$ cat src/rtl/branch_recovery_seq.sv
// Mispredict recovery sequencer: flush, walk the ROB youngest-first back to the branch, then redirect fetch.
// Optional BRANCH_RECOVERY_STATS_EN adds saturating mispredict and busy-cycle counters.
module branch_recovery_seq #(
  parameter int ROB_DEPTH = 16,
  parameter int ROB_W     = 4
) (
  input  logic             clk,
  input  logic             rst_n,
  input  logic             mispredict_i,
  input  logic [31:0]      target_pc_i,
  input  logic [ROB_W-1:0] recover_tag_i,
  input  logic [ROB_W-1:0] rob_head_i,
  input  logic [ROB_W-1:0] rob_tail_i,
  output logic             busy_o,
  output logic             flush_o,
  output logic             walk_valid_o,
  output logic [ROB_W-1:0] walk_idx_o,
  output logic             redirect_valid_o,
  output logic [31:0]      redirect_pc_o,
  output logic [ROB_W-1:0] tail_set_o
`ifdef BRANCH_RECOVERY_STATS_EN
  ,
  output logic [31:0]      mp_count_o,
  output logic [31:0]      recov_cycles_o
`endif
);

  typedef enum logic [1:0] {IDLE, FLUSH, WALK, REDIRECT} state_t;

  localparam logic [ROB_W-1:0] ONE      = ROB_W'(1);
  localparam logic [ROB_W-1:0] IDX_MASK = ROB_W'(ROB_DEPTH - 1);

  state_t           state_q, state_d;
  logic [ROB_W-1:0] tag_q, tag_d;
  logic [31:0]      pc_q, pc_d;
  logic [ROB_W-1:0] ptr_q, ptr_d;
  logic [ROB_W-1:0] new_age, cur_age, tag_plus1;

  // Ages are distances from the ROB head, so the wrap point never confuses the compare
  assign new_age   = (recover_tag_i - rob_head_i) & IDX_MASK;
  assign cur_age   = (tag_q - rob_head_i) & IDX_MASK;
  assign tag_plus1 = (tag_q + ONE) & IDX_MASK;

  always_ff @(posedge clk) begin
    if (!rst_n) begin
      state_q <= IDLE;
      tag_q   <= '0;
      pc_q    <= '0;
      ptr_q   <= '0;
    end else begin
      state_q <= state_d;
      tag_q   <= tag_d;
      pc_q    <= pc_d;
      ptr_q   <= ptr_d;
    end
  end

  always_comb begin
    state_d = state_q;
    tag_d   = tag_q;
    pc_d    = pc_q;
    ptr_d   = ptr_q;
    case (state_q)
      IDLE: begin
        if (mispredict_i) begin
          tag_d   = recover_tag_i;
          pc_d    = target_pc_i;
          state_d = FLUSH;
        end
      end
      FLUSH: begin
        if (mispredict_i && (new_age < cur_age)) begin
          tag_d = recover_tag_i;
          pc_d  = target_pc_i;
        end
        ptr_d   = (rob_tail_i - ONE) & IDX_MASK;
        state_d = (ptr_d == tag_d) ? REDIRECT : WALK;
      end
      WALK: begin
        // The branch entry itself commits normally, so the walk stops one short of it
        ptr_d = (ptr_q - ONE) & IDX_MASK;
        if (ptr_q == tag_plus1) state_d = REDIRECT;
      end
      REDIRECT: state_d = IDLE;
      default:  state_d = IDLE;
    endcase
  end

  assign busy_o           = (state_q != IDLE);
  assign flush_o          = (state_q == FLUSH);
  assign walk_valid_o     = (state_q == WALK);
  assign walk_idx_o       = (state_q == WALK) ? ptr_q : '0;
  assign redirect_valid_o = (state_q == REDIRECT);
  assign redirect_pc_o    = (state_q == REDIRECT) ? pc_q : '0;
  assign tail_set_o       = (state_q == REDIRECT) ? tag_plus1 : '0;

`ifdef BRANCH_RECOVERY_STATS_EN
  always_ff @(posedge clk) begin
    if (!rst_n) begin
      mp_count_o     <= '0;
      recov_cycles_o <= '0;
    end else begin
      if ((state_q == IDLE) && (state_d == FLUSH) && (mp_count_o != 32'hFFFF_FFFF))
        mp_count_o <= mp_count_o + 32'd1;
      if (busy_o && (recov_cycles_o != 32'hFFFF_FFFF))
        recov_cycles_o <= recov_cycles_o + 32'd1;
    end
  end
`endif

endmodule

$ cat config.mk
export PLATFORM = sky130hd
export DESIGN_NAME = branch_recovery_seq
export DESIGN_NICKNAME = d
export VERILOG_FILES = /design/src/rtl/branch_recovery_seq.sv
export SDC_FILE = /design/constraint.sdc
export NUM_CORES = 1
export LEC_CHECK = 0
export CAP_MARGIN = 20
export CORE_UTILIZATION = 42
export DETAILED_ROUTE_END_ITERATION = 8
export GPL_TIMING_DRIVEN = 0
export HOLD_SLACK_MARGIN = 0.08
export PLACE_DENSITY_LB_ADDON = 0.1
export SLEW_MARGIN = 40
export SYNTH_ARGS = -nofsm -noshare
export SYNTH_HDL_FRONTEND = slang
export SYNTH_SLANG_ARGS = --single-unit
export TNS_END_PERCENT = 100
$ cat constraint.sdc
create_clock -name clk -period 3.5 [get_ports clk]
set_input_delay 1.05 -clock clk [delete_from_list [all_inputs] [get_ports clk]]
set_output_delay 1.05 -clock clk [all_outputs]
set_load 0.03 [all_outputs]
# After elaboration in Yosys (flattened, before gate mapping)
# Cells that the tools add are included.
[word_totals] register_bits=42
[op_classes] add_sub_neg=5 mux=15 magnitude_cmp=1 n_reduce_logical=8 n_eq_ne=8
[op_table] operator="32-bit 2-to-1 mux" count=3
[op_table] operator="32-bit case mux with 2 select lines" count=1
[op_table] operator="4-bit 2-to-1 mux" count=5
[op_table] operator="4-bit case mux with 2 select lines" count=2
[op_table] operator="4-bit == test" count=2
[op_table] operator="2-bit case mux with 4 select lines" count=1
[op_table] operator="4-bit by 1-bit subtractor with 4-bit output, second input constant" count=2
[op_table] operator="4-bit subtractor" count=2
[op_table] operator="2-bit nonzero test" count=3
[op_table] operator="4-bit by 1-bit adder with 4-bit output, second input constant" count=1
[op_table] operator="2-bit == test, second input constant" count=2
[op_table] operator="4-bit less-than comparator" count=1
[op_table] operator="2-bit 2-to-1 mux" count=2
[op_table] operator="2-bit by 1-bit != test with 1-bit output, second input constant" count=2
[op_table] operator="2-bit AND reduction" count=2
[op_table] operator="3-bit AND reduction" count=1
[op_table] operator="2-bit by 1-bit == test with 1-bit output, second input constant" count=1
[op_table] operator="2-bit zero test" count=1
[op_table] operator="2-bit != test, second input constant" count=1
[op_table] operator="1-bit logical AND" count=1
[op_table] operator="1-bit 2-to-1 mux" count=1

# Depth between registers and ports, before layout
[depth] word_depth=8 mapped_depth=14 mapped_depth_nobuf=13

# Least setup slack after synthesis
# Ideal clock, no wire load.
[synth_timing] path_kind="in2reg" start="input port rob_head_i[1]" end="register state_q[0]" required_time_ns=3.426 path_stages=12 setup_slack_ns=0.170 n_path_buf=0 arrival_ns=3.256 cell_sequence="inv_1 ha_1 a21o_1 a21oi_1 xnor2_1 ha_1 o211ai_2 o2111ai_4 a221oi_1 a2111oi_2 nand4_1 a31oi_1"
[synth_via] elab_chain_cells=8 word_cells_on_any_way=9 classes_between="add/sub (2); order compare (1); eq/ne (1); mux (4); reduce/logical (1)"
[synth_rtl] element="start, declared" line="12" source="input logic [ROB_W-1:0] rob_head_i,"
[synth_rtl] element="4-bit subtractor (on tied branches)" line="40, 41"
[synth_rtl] element="4-bit less-than comparator *" line="72" source="if (mispredict_i && (new_age < cur_age)) begin"
[synth_rtl] element="1-bit logical AND *" line="72"
[synth_rtl] element="4-bit 2-to-1 mux *" line="72"
[synth_rtl] element="4-bit 2-to-1 mux *" line="63" source="case (state_q)"
[synth_rtl] element="4-bit == test *" line="77" source="state_d = (ptr_d == tag_d) ? REDIRECT : WALK;"
[synth_rtl] element="1-bit 2-to-1 mux *" line="77"
[synth_rtl] element="2-bit case mux with 4 select lines *" line="63"
[synth_rtl] element="end signal, assigned" line="51" source="state_q <= state_d;"
[synth_rtl] element="end, declared" line="33" source="state_t state_q, state_d;"
# Mark *: on every way between the ends. The rest lies on a longest branch, timed or not. The select of a mux whose other input is x is not followed.
# A chain may end at the register's enable or synchronous reset.

# Final worst setup path
[layout_timing] start="input port rob_head_i[0]" end="register state_q[0]"
# The elaborated chain is that of the path after synthesis.

==> impl_metrics.tcl <==
set metrics [dict create \
    cp_data_arrival_time_ps 3640 \
    clock_path_buffers 2 \
    whs_endpoint "pc_q[17]" \
    status "completed" \
    synthArstFlopShare_pct 0 \
    overflow 0 \
    rows 28 \
    finalPower_mw 2.533 \
    avgRoutedWirePerCell_um 12.75 \
    skew_ps 2.978 \
    vias_per_cell 4.780 \
    cp_max_fo 5 \
    start_kind "primary input" \
    drive_gt1_share_pct 10.19 \
    die-area_um2 6436 \
    r2r_setup_slack_ps 530 \
    syn_inst 313 \
    r2r_end "state_q[0]" \
    hold_buffers 0 \
    vias 2328 \
    first_pass_iters 4 \
    clk_root_buffer_cell "clkbuf_8" \
    ant_nets 0 \
    yosysWarnings 0 \
    hpwl_um 4481 \
    hold_class "register to register" \
    rsz0062_at_grt "yes" \
    drt_iter0_drc 75 \
    r2r_start "tag_q[0]" \
    synth_top_area_share_pct 32.72 \
    grt_pass1_wl_um 9873 \
    grt_max_degree 12 \
    wirelength_um 6209 \
    antennaDiodeCount 0 \
    ir_worst_vdd_uv 319.6 \
    ys_seq_elements 42 \
    worstPathCellList "dlygate4sd2_1 -> ha_1 -> fa_1 -> xnor2_1 -> ha_1 -> o211ai_4 -> o2111ai_4 -> buf_6 -> mux2i_2 -> xnor2_1 -> nand4_1 -> a31oi_1" \
    die_w_um 80.23 \
    antenna_found_initial 0 \
    netlist_top_cells_area "dfxtp_1, nand2_1, a21boi_0" \
    maxSlewHeadroom_pct 69.94 \
    synthDistinctLibCells 41 \
    finalHoldViolations 0 \
    end_kind "register" \
    slowest_stage "fa_1" \
    yosys.area.top_type "dfxtp_1" \
    setup_violations 0 \
    syn_avg_cell_area_um2 8.211 \
    cts_tree "done" \
    fmax_mhz 292.0 \
    nNetsFinal 479 \
    cts_buffers 5 \
    max_stage_delay_ps 400 \
    critPathKind "primary input to register" \
    cp.required_ps 3710 \
    core_area_um2 5921 \
    synthFlopType "dfxtp_1" \
    netlist_area_um2 2570 \
    synthToLayoutAreaGrowth_pct 48.15 \
    synth.most_common_cell "nand2_1" \
    start_util_pct 43.41 \
    p_per_area_nw_per_um2 665.3 \
    yosysSeqAreaShare_pct 32.72 \
    dieHeight_um 80.23 \
    fin_crit_sh_pct 97.85 \
    worst_pin_slew_ps 446.1 \
    reg2regPathDepth 12 \
    p_leak_nw 1.511 \
    holdWs_ps 458.3 \
    grt.total_usage_pct 19.89 \
    grt_pass1_vias 2135 \
    drc_errors 0 \
    clkLatencyLatePin_ps 290 \
    cts_sinks 42 \
    cpLargestDelayFamily "adder cells" \
    min_path_cells 2 \
    io_pins 91 \
    htreeDepth 2 \
    holdCritStartpoint "pc_q[17]" \
    clkSlewWorstSetupHoldPaths_ps 70 \
    gp_congestion 0.7749 \
    synth_edf_count 0 \
    synth_nets 379 \
    period_needed_ps 3425 \
    drv_cap 0 \
    finalMaxSlewViolations 0 \
    crit_buf_inv 2 \
    io_buffers 90 \
    synth_common_cells "nand2_1, dfxtp_1, and2_1" \
]
## cells in the final DEF, fill, tap and decap left out, types with 2 or more instances in the layout
| cell | netlist | routed |
|---|---|---|
| inv_1 | 19 | 17 |
| clkbuf_1 | 9 | 8 |
| a21oi_1 | 4 | 2 |
| dfxtp_1 | 42 | 42 |
| buf_4 | 0 | 9 |
| a21oi_4 | 0 | 2 |
| ha_1 | 17 | 13 |
| a22oi_1 | 2 | 2 |
| xnor2_1 | 14 | 13 |
| ha_4 | 0 | 4 |
| inv_2 | 0 | 2 |
| clkbuf_2 | 1 | 4 |
| xor2_1 | 3 | 3 |
| buf_6 | 0 | 2 |
| a21boi_0 | 33 | 33 |
| and2_1 | 38 | 38 |
| a21boi_1 | 3 | 3 |
| nor2_1 | 2 | 2 |
| nor2b_1 | 6 | 6 |
| clkdlybuf4s50_1 | 0 | 85 |
| clkbuf_8 | 0 | 6 |
| a21o_1 | 3 | 3 |
| nand2_1 | 75 | 75 |
| o21ai_0 | 5 | 5 |
| mux2i_1 | 7 | 6 |
## routing by layer
layer  part of all wire [%]  track usage [%]
met1                     46            24.77
met5                      0                0
met3                    5.8            5.000
met2                     47            34.19
met4                   0.92            4.821
## worst max-delay path by stage
stage                     startpoint    endpoint  slack, ps  cells after the start
finish                 rob_head_i[0]  state_q[0]         80                     12
global route           rob_head_i[0]  state_q[0]        -30                     12
CTS                 recover_tag_i[2]  state_q[0]         20                     12
detailed placement  recover_tag_i[0]     pc_q[9]       -690                     12
global placement    recover_tag_i[0]    pc_q[31]       -660                     12
floorplan              rob_head_i[1]  state_q[0]        170                     12
## per-stage QoR
stage               worst slack (ps)  cells  setup TNS (ps)  instance area [um2]  utilization [%]
floorplan                      169.6    313               0                 2570                -
global placement              -663.1    478          -22130                 3565            60.21
detailed placement            -693.5    478          -22670                 3565            60.21
CTS                            17.99    487               0                 3749            63.31
global route                  -33.78    487          -90.66                 3807            64.31
finish                         75.26    487               0                 3807            64.31
## cell type report
| class | count | area, um2 |
|---|---|---|
| Clock buffer | 6 | 82.58 |
| Inverter | 19 | 71.32 |
| Tap cell | 75 | 93.84 |
| Fill cell | 550 | 2113 |
| Buffer | 16 | 91.34 |
| Multi-Input combinational cell | 235 | 1707 |
| Timing Repair Buffer | 94 | 920.9 |
| Sequential cell | 42 | 840.8 |
## cell families after synthesis
| logic type | count (synthesis) | share of synthesized area (%) |
|---|---|---|
| flip-flops | 42 | 32.72 |
| adder cells (fa/ha/maj) | 19 | 9.834 |
| XOR/XNOR | 17 | 5.794 |
| AND/OR/NAND/NOR | 133 | 25.66 |
| buffers and inverters | 36 | 5.647 |
| AO/OA/AOI/OAI | 59 | 17.62 |
| multiplexers | 7 | 2.726 |
## timing repair
action                     in CTS  in global routing
setup endpoints to repair      37                 31
buffers inserted                3                  1
gates resized for setup        22                 20
pin swaps                       8                 12
## flip-flops by register name (all words and copies together), names as in the netlist
register / cells
pc_q: 32
ptr_q: 4
tag_q: 4
state_q: 2
## worst min-delay path, delay by kind of cell, from the launching register on
family	cells	cell delay (ps)
DFF	1	310
AOI/OAI and AO/OA	1	60
and+or+nand+nor	1	40
## report_power, final
group          switching [mW]  internal (mW)  total (mW)  leakage (nW)
Sequential              0.122          0.665       0.786         0.346
Clock                   0.154          0.152       0.306        0.0431
Combinational           0.771          0.669        1.44          1.12
Total                    1.05           1.49        2.53          1.51
Power figures use the tool's default switching activity.
